$ cat config.mk
export PLATFORM = sky130hd
export DESIGN_NAME = wave_voice_mixer_flat
export DESIGN_NICKNAME = d
export VERILOG_FILES = /design/src/rtl/wave_voice_mixer_if.sv /design/src/rtl/wave_voice_mixer.sv /design/src/flat_wrapper.sv
export SDC_FILE = /design/constraint.sdc
export NUM_CORES = 1
export LEC_CHECK = 0
export ABC_AREA = 1
export BUFFER_PORTS_ARGS = -buffer_cell sky130_fd_sc_hd__buf_2
export CAP_MARGIN = 20
export CORE_MARGIN = 10
export CORE_UTILIZATION = 40
export CTS_BUF_LIST = sky130_fd_sc_hd__clkbuf_8
export DETAILED_ROUTE_END_ITERATION = 7
export SYNTH_ARGS = -nofsm -noshare
export SYNTH_HDL_FRONTEND = slang
export SYNTH_SLANG_ARGS = --single-unit
$ cat constraint.sdc
create_clock -name clk -period 3.58 [get_ports clk]
set_clock_uncertainty 0.05 [all_clocks]
set_input_delay 0.179 -clock clk [delete_from_list [all_inputs] [get_ports clk]]
set_output_delay 0.179 -clock clk [all_outputs]
set_load 0.1 [all_outputs]
$ cat src/rtl/wave_voice_mixer_if.sv
// Control/sample bus between the mixer and its host: per-voice tuning inputs,
// sample request, and the mixed-sample output with its status flags.
interface wave_voice_mixer_if #(
  parameter int unsigned NUM_VOICES = 4,
  parameter int unsigned PHASE_W    = 16,
  parameter int unsigned OUT_W      = 8
);
  logic                          sample_tick;
  logic                          phase_clear;
  logic [NUM_VOICES*PHASE_W-1:0] tune;
  logic [NUM_VOICES*2-1:0]       mode;
  logic [NUM_VOICES*OUT_W-1:0]   duty;
  logic [OUT_W-1:0]              wave_out;
  logic                          wave_valid;
  logic                          busy;
  logic                          overrun;

  modport master (
    output sample_tick, phase_clear, tune, mode, duty,
    input  wave_out, wave_valid, busy, overrun
  );

  modport slave (
    input  sample_tick, phase_clear, tune, mode, duty,
    output wave_out, wave_valid, busy, overrun
  );
endinterface

$ cat src/rtl/wave_voice_mixer.sv
// Multi-voice phase-accumulator oscillator bank; each sample tick sweeps the
// voices one per clock and emits their floor-averaged mix with a valid strobe.
module wave_voice_mixer #(
  parameter int unsigned NUM_VOICES = 4,
  parameter int unsigned PHASE_W    = 16,
  parameter int unsigned OUT_W      = 8
) (
  input  logic               clk,
  input  logic               rst,
  wave_voice_mixer_if.slave  bus
);
  localparam int unsigned LOG2  = $clog2(NUM_VOICES);
  localparam int unsigned IDX_W = (LOG2 == 0) ? 1 : LOG2;
  localparam int unsigned ACC_W = OUT_W + LOG2;

  typedef enum logic [1:0] {IDLE, RUN, DONE} state_t;

  state_t             state_q, state_d;
  logic [IDX_W-1:0]   idx_q, idx_d;
  logic [ACC_W-1:0]   acc_q, acc_d;
  logic [OUT_W-1:0]   wave_q, wave_d;
  logic               valid_q, valid_d;
  logic               overrun_q, overrun_d;
  logic [PHASE_W-1:0] phase_q [NUM_VOICES];
  logic [PHASE_W-1:0] phase_d [NUM_VOICES];

  logic [PHASE_W-1:0] tune_a [NUM_VOICES];
  logic [1:0]         mode_a [NUM_VOICES];
  logic [OUT_W-1:0]   duty_a [NUM_VOICES];

  logic [PHASE_W-1:0] phase_cur;
  logic [PHASE_W-1:0] tune_cur;
  logic [1:0]         mode_cur;
  logic [OUT_W-1:0]   duty_cur;
  logic [OUT_W-1:0]   p;
  logic [OUT_W-1:0]   t;
  logic [OUT_W-1:0]   w;

  always_comb begin
    for (int unsigned v = 0; v < NUM_VOICES; v++) begin
      tune_a[v] = bus.tune[v*PHASE_W +: PHASE_W];
      mode_a[v] = bus.mode[v*2 +: 2];
      duty_a[v] = bus.duty[v*OUT_W +: OUT_W];
    end
  end

  // Waveform of the voice under the sweep pointer, from its pre-increment phase.
  always_comb begin
    phase_cur = phase_q[idx_q];
    tune_cur  = tune_a[idx_q];
    mode_cur  = mode_a[idx_q];
    duty_cur  = duty_a[idx_q];
    p         = phase_cur[PHASE_W-1 -: OUT_W];
    t         = {p[OUT_W-2:0], 1'b0};
    case (mode_cur)
      2'b01:   w = p[OUT_W-1] ? ~t : t;
      2'b10:   w = p;
      2'b11:   w = (p < duty_cur) ? '1 : '0;
      default: w = '0;
    endcase
  end

  always_comb begin
    state_d   = state_q;
    idx_d     = idx_q;
    acc_d     = acc_q;
    wave_d    = wave_q;
    valid_d   = 1'b0;
    overrun_d = overrun_q;
    phase_d   = phase_q;

    case (state_q)
      IDLE: begin
        if (bus.sample_tick) begin
          state_d = RUN;
          idx_d   = '0;
          acc_d   = '0;
        end
      end
      RUN: begin
        acc_d          = acc_q + ACC_W'(w);
        phase_d[idx_q] = (mode_cur == 2'b00) ? '0 : phase_cur + tune_cur;
        idx_d          = idx_q + IDX_W'(1);
        if (idx_q == IDX_W'(NUM_VOICES - 1)) begin
          state_d = DONE;
        end
      end
      DONE: begin
        wave_d  = OUT_W'(acc_q >> LOG2);
        valid_d = 1'b1;
        state_d = IDLE;
      end
      default: state_d = IDLE;
    endcase

    if (bus.sample_tick && (state_q != IDLE)) begin
      overrun_d = 1'b1;
    end

    // Clearing overrides the RUN-cycle increment but leaves the sweep running.
    if (bus.phase_clear) begin
      for (int unsigned v = 0; v < NUM_VOICES; v++) begin
        phase_d[v] = '0;
      end
    end
  end

  always_ff @(posedge clk) begin
    if (rst) begin
      state_q   <= IDLE;
      idx_q     <= '0;
      acc_q     <= '0;
      wave_q    <= '0;
      valid_q   <= 1'b0;
      overrun_q <= 1'b0;
      for (int unsigned v = 0; v < NUM_VOICES; v++) begin
        phase_q[v] <= '0;
      end
    end else begin
      state_q   <= state_d;
      idx_q     <= idx_d;
      acc_q     <= acc_d;
      wave_q    <= wave_d;
      valid_q   <= valid_d;
      overrun_q <= overrun_d;
      for (int unsigned v = 0; v < NUM_VOICES; v++) begin
        phase_q[v] <= phase_d[v];
      end
    end
  end

  assign bus.wave_out   = wave_q;
  assign bus.wave_valid = valid_q;
  assign bus.busy       = (state_q != IDLE);
  assign bus.overrun    = overrun_q;
endmodule

$ cat src/flat_wrapper.sv
// flat-port wrapper written by rule: the top's interface ports become plain ports
module wave_voice_mixer_flat 
#(
  parameter int unsigned NUM_VOICES = 4,
  parameter int unsigned PHASE_W    = 16,
  parameter int unsigned OUT_W      = 8
)
  (clk, rst, bus_sample_tick, bus_phase_clear, bus_tune, bus_mode, bus_duty, bus_wave_out, bus_wave_valid, bus_busy, bus_overrun);
  wave_voice_mixer_if #(.NUM_VOICES(NUM_VOICES), .PHASE_W(PHASE_W), .OUT_W(OUT_W)) bus_i ();
  input  logic clk;
  input  logic rst;
  input wire logic [$bits(bus_i.sample_tick)-1:0] bus_sample_tick;
  input wire logic [$bits(bus_i.phase_clear)-1:0] bus_phase_clear;
  input wire logic [$bits(bus_i.tune)-1:0] bus_tune;
  input wire logic [$bits(bus_i.mode)-1:0] bus_mode;
  input wire logic [$bits(bus_i.duty)-1:0] bus_duty;
  output wire logic [$bits(bus_i.wave_out)-1:0] bus_wave_out;
  output wire logic [$bits(bus_i.wave_valid)-1:0] bus_wave_valid;
  output wire logic [$bits(bus_i.busy)-1:0] bus_busy;
  output wire logic [$bits(bus_i.overrun)-1:0] bus_overrun;
  assign bus_i.sample_tick = bus_sample_tick;
  assign bus_i.phase_clear = bus_phase_clear;
  assign bus_i.tune = bus_tune;
  assign bus_i.mode = bus_mode;
  assign bus_i.duty = bus_duty;
  assign bus_wave_out = bus_i.wave_out;
  assign bus_wave_valid = bus_i.wave_valid;
  assign bus_busy = bus_i.busy;
  assign bus_overrun = bus_i.overrun;
  wave_voice_mixer #(.NUM_VOICES(NUM_VOICES), .PHASE_W(PHASE_W), .OUT_W(OUT_W)) u_core (.clk(clk), .rst(rst), .bus(bus_i));
endmodule
==> impl_metrics.tcl <==
set metrics [dict create \
    status "finished, final reports clean" \
    portBuffers 118 \
    drv_cap 0 \
    setup_viol 0 \
    maxSlewViolCount 0 \
    clock_latency_ns 0.38 \
    drt_iter0_drc 354 \
    stdcell_count 1174 \
    hp-class "primary input to flop" \
    layout_commonest_cell "nand2_1" \
    syn_inst 882 \
    powerDensity_nw_per_um2 410.4 \
    clk_path_buf_depth 2 \
    layout.area.seq_um2 1765 \
    critical_path_class "flop to flop" \
    syn_area_um2 5997 \
    end_kind "flop" \
    place_congestion 0.9075 \
    cts_sinks 88 \
    placed_area_um2 6738 \
    dp_hpwl_mm 12.65 \
    grt_pass1_wl_mm 28.70 \
    synth_top_cell_by_area "dfxtp_1" \
    dp.cells 1156 \
    layout_common_cells "172 x nand2_1, 135 x o21ai_0, 118 x buf_2, 90 x nor2_1, 88 x a21oi_1" \
    ios 119 \
    drc_errors 0 \
    synthDistinctLibCells 40 \
    design_area_um2 7012 \
    vias 6104 \
    via_per_inst 5.199 \
    synth.net_count 1026 \
    num_rows 44 \
    start_util_pct 41.11 \
    ant_nets 0 \
    crit_required_ns 3.84 \
    htree_levels 3 \
    yosys_warnings 0 \
    place_ws_ns 0.1432 \
    max-slew-margin-rel_pct 62.39 \
    worstSetupEndpoint "u_core.acc_q[6]" \
    core_area_um2 14590 \
    synth_area_leaders "dfxtp_1 29%, o21ai_0 11%, nand2_1 11%, a21oi_1 7.3%, ha_1 7.1%" \
    rr_worst_depth 18 \
    setup_slack_ns 0.3007 \
    regToRegStartpoint "u_core.idx_q[0]" \
    cts_buffers 9 \
    fillers 1498 \
    grt_max_degree 66 \
    power_mw 2.877 \
    syn_area_per_cell_um2 6.799 \
    period_share_pct 91.60 \
    worst_pin_slew_ns 0.5641 \
    ys_seq_elements 88 \
    post_cts.repair.setup_buffers 0 \
    tns_ns 0 \
    drt-total-wl_mm 17.78 \
    fin_nets 1129 \
    rr_endpoint "u_core.acc_q[6]" \
    layout_min_cycle_time_ns 3.279 \
    drive_gt1_share_pct 21.52 \
    cts_tree "done" \
    crit_start "u_core.idx_q[0]" \
    cp_max_fo 33 \
    dieArea_um2 20290 \
    grt_antenna_before_repair 0 \
    path_clk_slew_ns 0.09 \
    cts_root_buf "clkbuf_8" \
    grt_overflow 0 \
    fp.dieH_um 142.4 \
    multi_input_area_um2 3762 \
    max_freq_mhz 304.9 \
    vdd_drop_max_uv 318.6 \
    grt_pass1_vias 5792 \
    rsz0062_at_grt "false" \
    wl_per_cell_um 15.14 \
    r2r_setup_slack_ns 0.30 \
    grt_use_total_pct 16.85 \
    dieWidth_um 142.4 \
    antenna_cells 0 \
    arrival_ns 3.54 \
    firstDrtPassIters 5 \
    critPathLaunchType "flop" \
    syn_to_final_growth_pct 16.92 \
    hold_viol_final 0 \
    synth_top_area_share_pct 29.38 \
    p_leak_nw 3.366 \
    synth-seq-area-share_pct 29.38 \
]
## layer usage
layer | global-route usage [%] | vias to the layer above | share of wire, %
li1 | - | 3209 | -
met3 | 3.438 | 14 | 4.6
met1 | 21.67 | 2758 | 47
met5 | 0 | - | 0
met4 | 3.887 | 0 | 0.94
met2 | 28.19 | 123 | 47
## cell families (layout without fill, tap and decap cells)
family	count (synthesis)	count (layout)	synth area share, %
simple gates	356	356	27.19
compound gates	294	294	27.71
buf+inv	108	216	7.970
flops	88	88	29.38
fa+ha+maj	36	36	7.761
## what timing repair did
item                                    in CTS  in global routing
endpoints found under the setup margin       0                  5
resized for setup                            0                  9
hold buffers                                 1                  0
hold endpoints to repair                     1                  0
## Yosys cell counts
master,count
nand2_1,172
o21ai_0,136
nor2_1,92
a21oi_1,88
dfxtp_1,88
inv_1,52
nand3_1,46
ha_1,34
o22ai_1,27
clkbuf_1,20
buf_2,17
a21oi_2,16
nand3_4,8
a32o_1,7
nand2_2,7
or2_2,7
o21ai_1,6
a21boi_1,5
inv_2,5
nor3_1,5
buf_4,4
clkbuf_2,4
nand3b_1,4
nand4_1,4
and2_1,3
nor2_2,3
o22ai_2,3
a22oi_1,2
buf_6,2
clkinv_1,2
fa_1,2
nand2_4,2
o21bai_1,2
a21oi_4,1
buf_1,1
buf_12,1
nand3_2,1
nor2_4,1
nor2_8,1
o211a_1,1
## worst max-delay path, stage by stage, from the launching register on
cell and delay [ns]:
dfxtp_4 0.44, buf_12 0.21, nand2_1 0.08, a32o_1 0.25, ha_1 0.29, nand2_1 0.07
o21ai_1 0.17, nor3_1 0.08, nand2_2 0.15, nand3_1 0.09, ha_1 0.23, fa_1 0.41
nand3_1 0.09, nand2_1 0.10, a21oi_1 0.20, nor2_1 0.06, nor2_1 0.08, nand2_1 0.05
a21oi_1 0.11
## registers in the layout, summed over array words and instances (netlist names)
signal                 count
u_core.acc_q              10
u_core.bus.wave_valid      1
u_core.bus.wave_out        8
u_core.idx_q               2
u_core.bus.overrun         1
u_core.state_q             2
u_core.phase_q            64
## power by group
group          switching, mW  internal [mW]  leakage [nW]
Sequential            0.0193           1.00         0.712
Combinational          0.690          0.391          2.54
Clock                  0.366          0.408         0.110
## area by class of cell
cell class                      instances  share of cell area, %
Clock buffer                           10                  1.963
Sequential cell                        88                  25.18
Multi-Input combinational cell        686                  53.66
Timing Repair Buffer                  141                  11.46
Clock inverter                          6                  1.196
Inverter                               59                  3.266
Tap cell                              184                  3.283
## metrics by stage
stage          util, %  hold WS (ns)
6_report         48.06       0.09872
2_1_floorplan        -        0.1981
3_5_place_dp     46.18        0.3885
5_1_grt          48.06        0.1242
4_1_cts          47.77       0.08931
3_3_place_gp     46.18        0.3827
## worst min path at each step
stage	start	endpoint	slack, ns	depth (start not counted)
after CTS	rst	u_core.bus.overrun	0.09	2
after global routing	rst	u_core.bus.wave_valid	0.12	2
final	rst	u_core.bus.overrun	0.1	2
after detailed placement	bus_sample_tick	u_core.bus.overrun	0.39	3
after global placement	bus_sample_tick	u_core.bus.overrun	0.38	3
after floorplan	rst	u_core.acc_q[0]	0.20	1
Note: power is estimated with default switching activity, not from simulation.
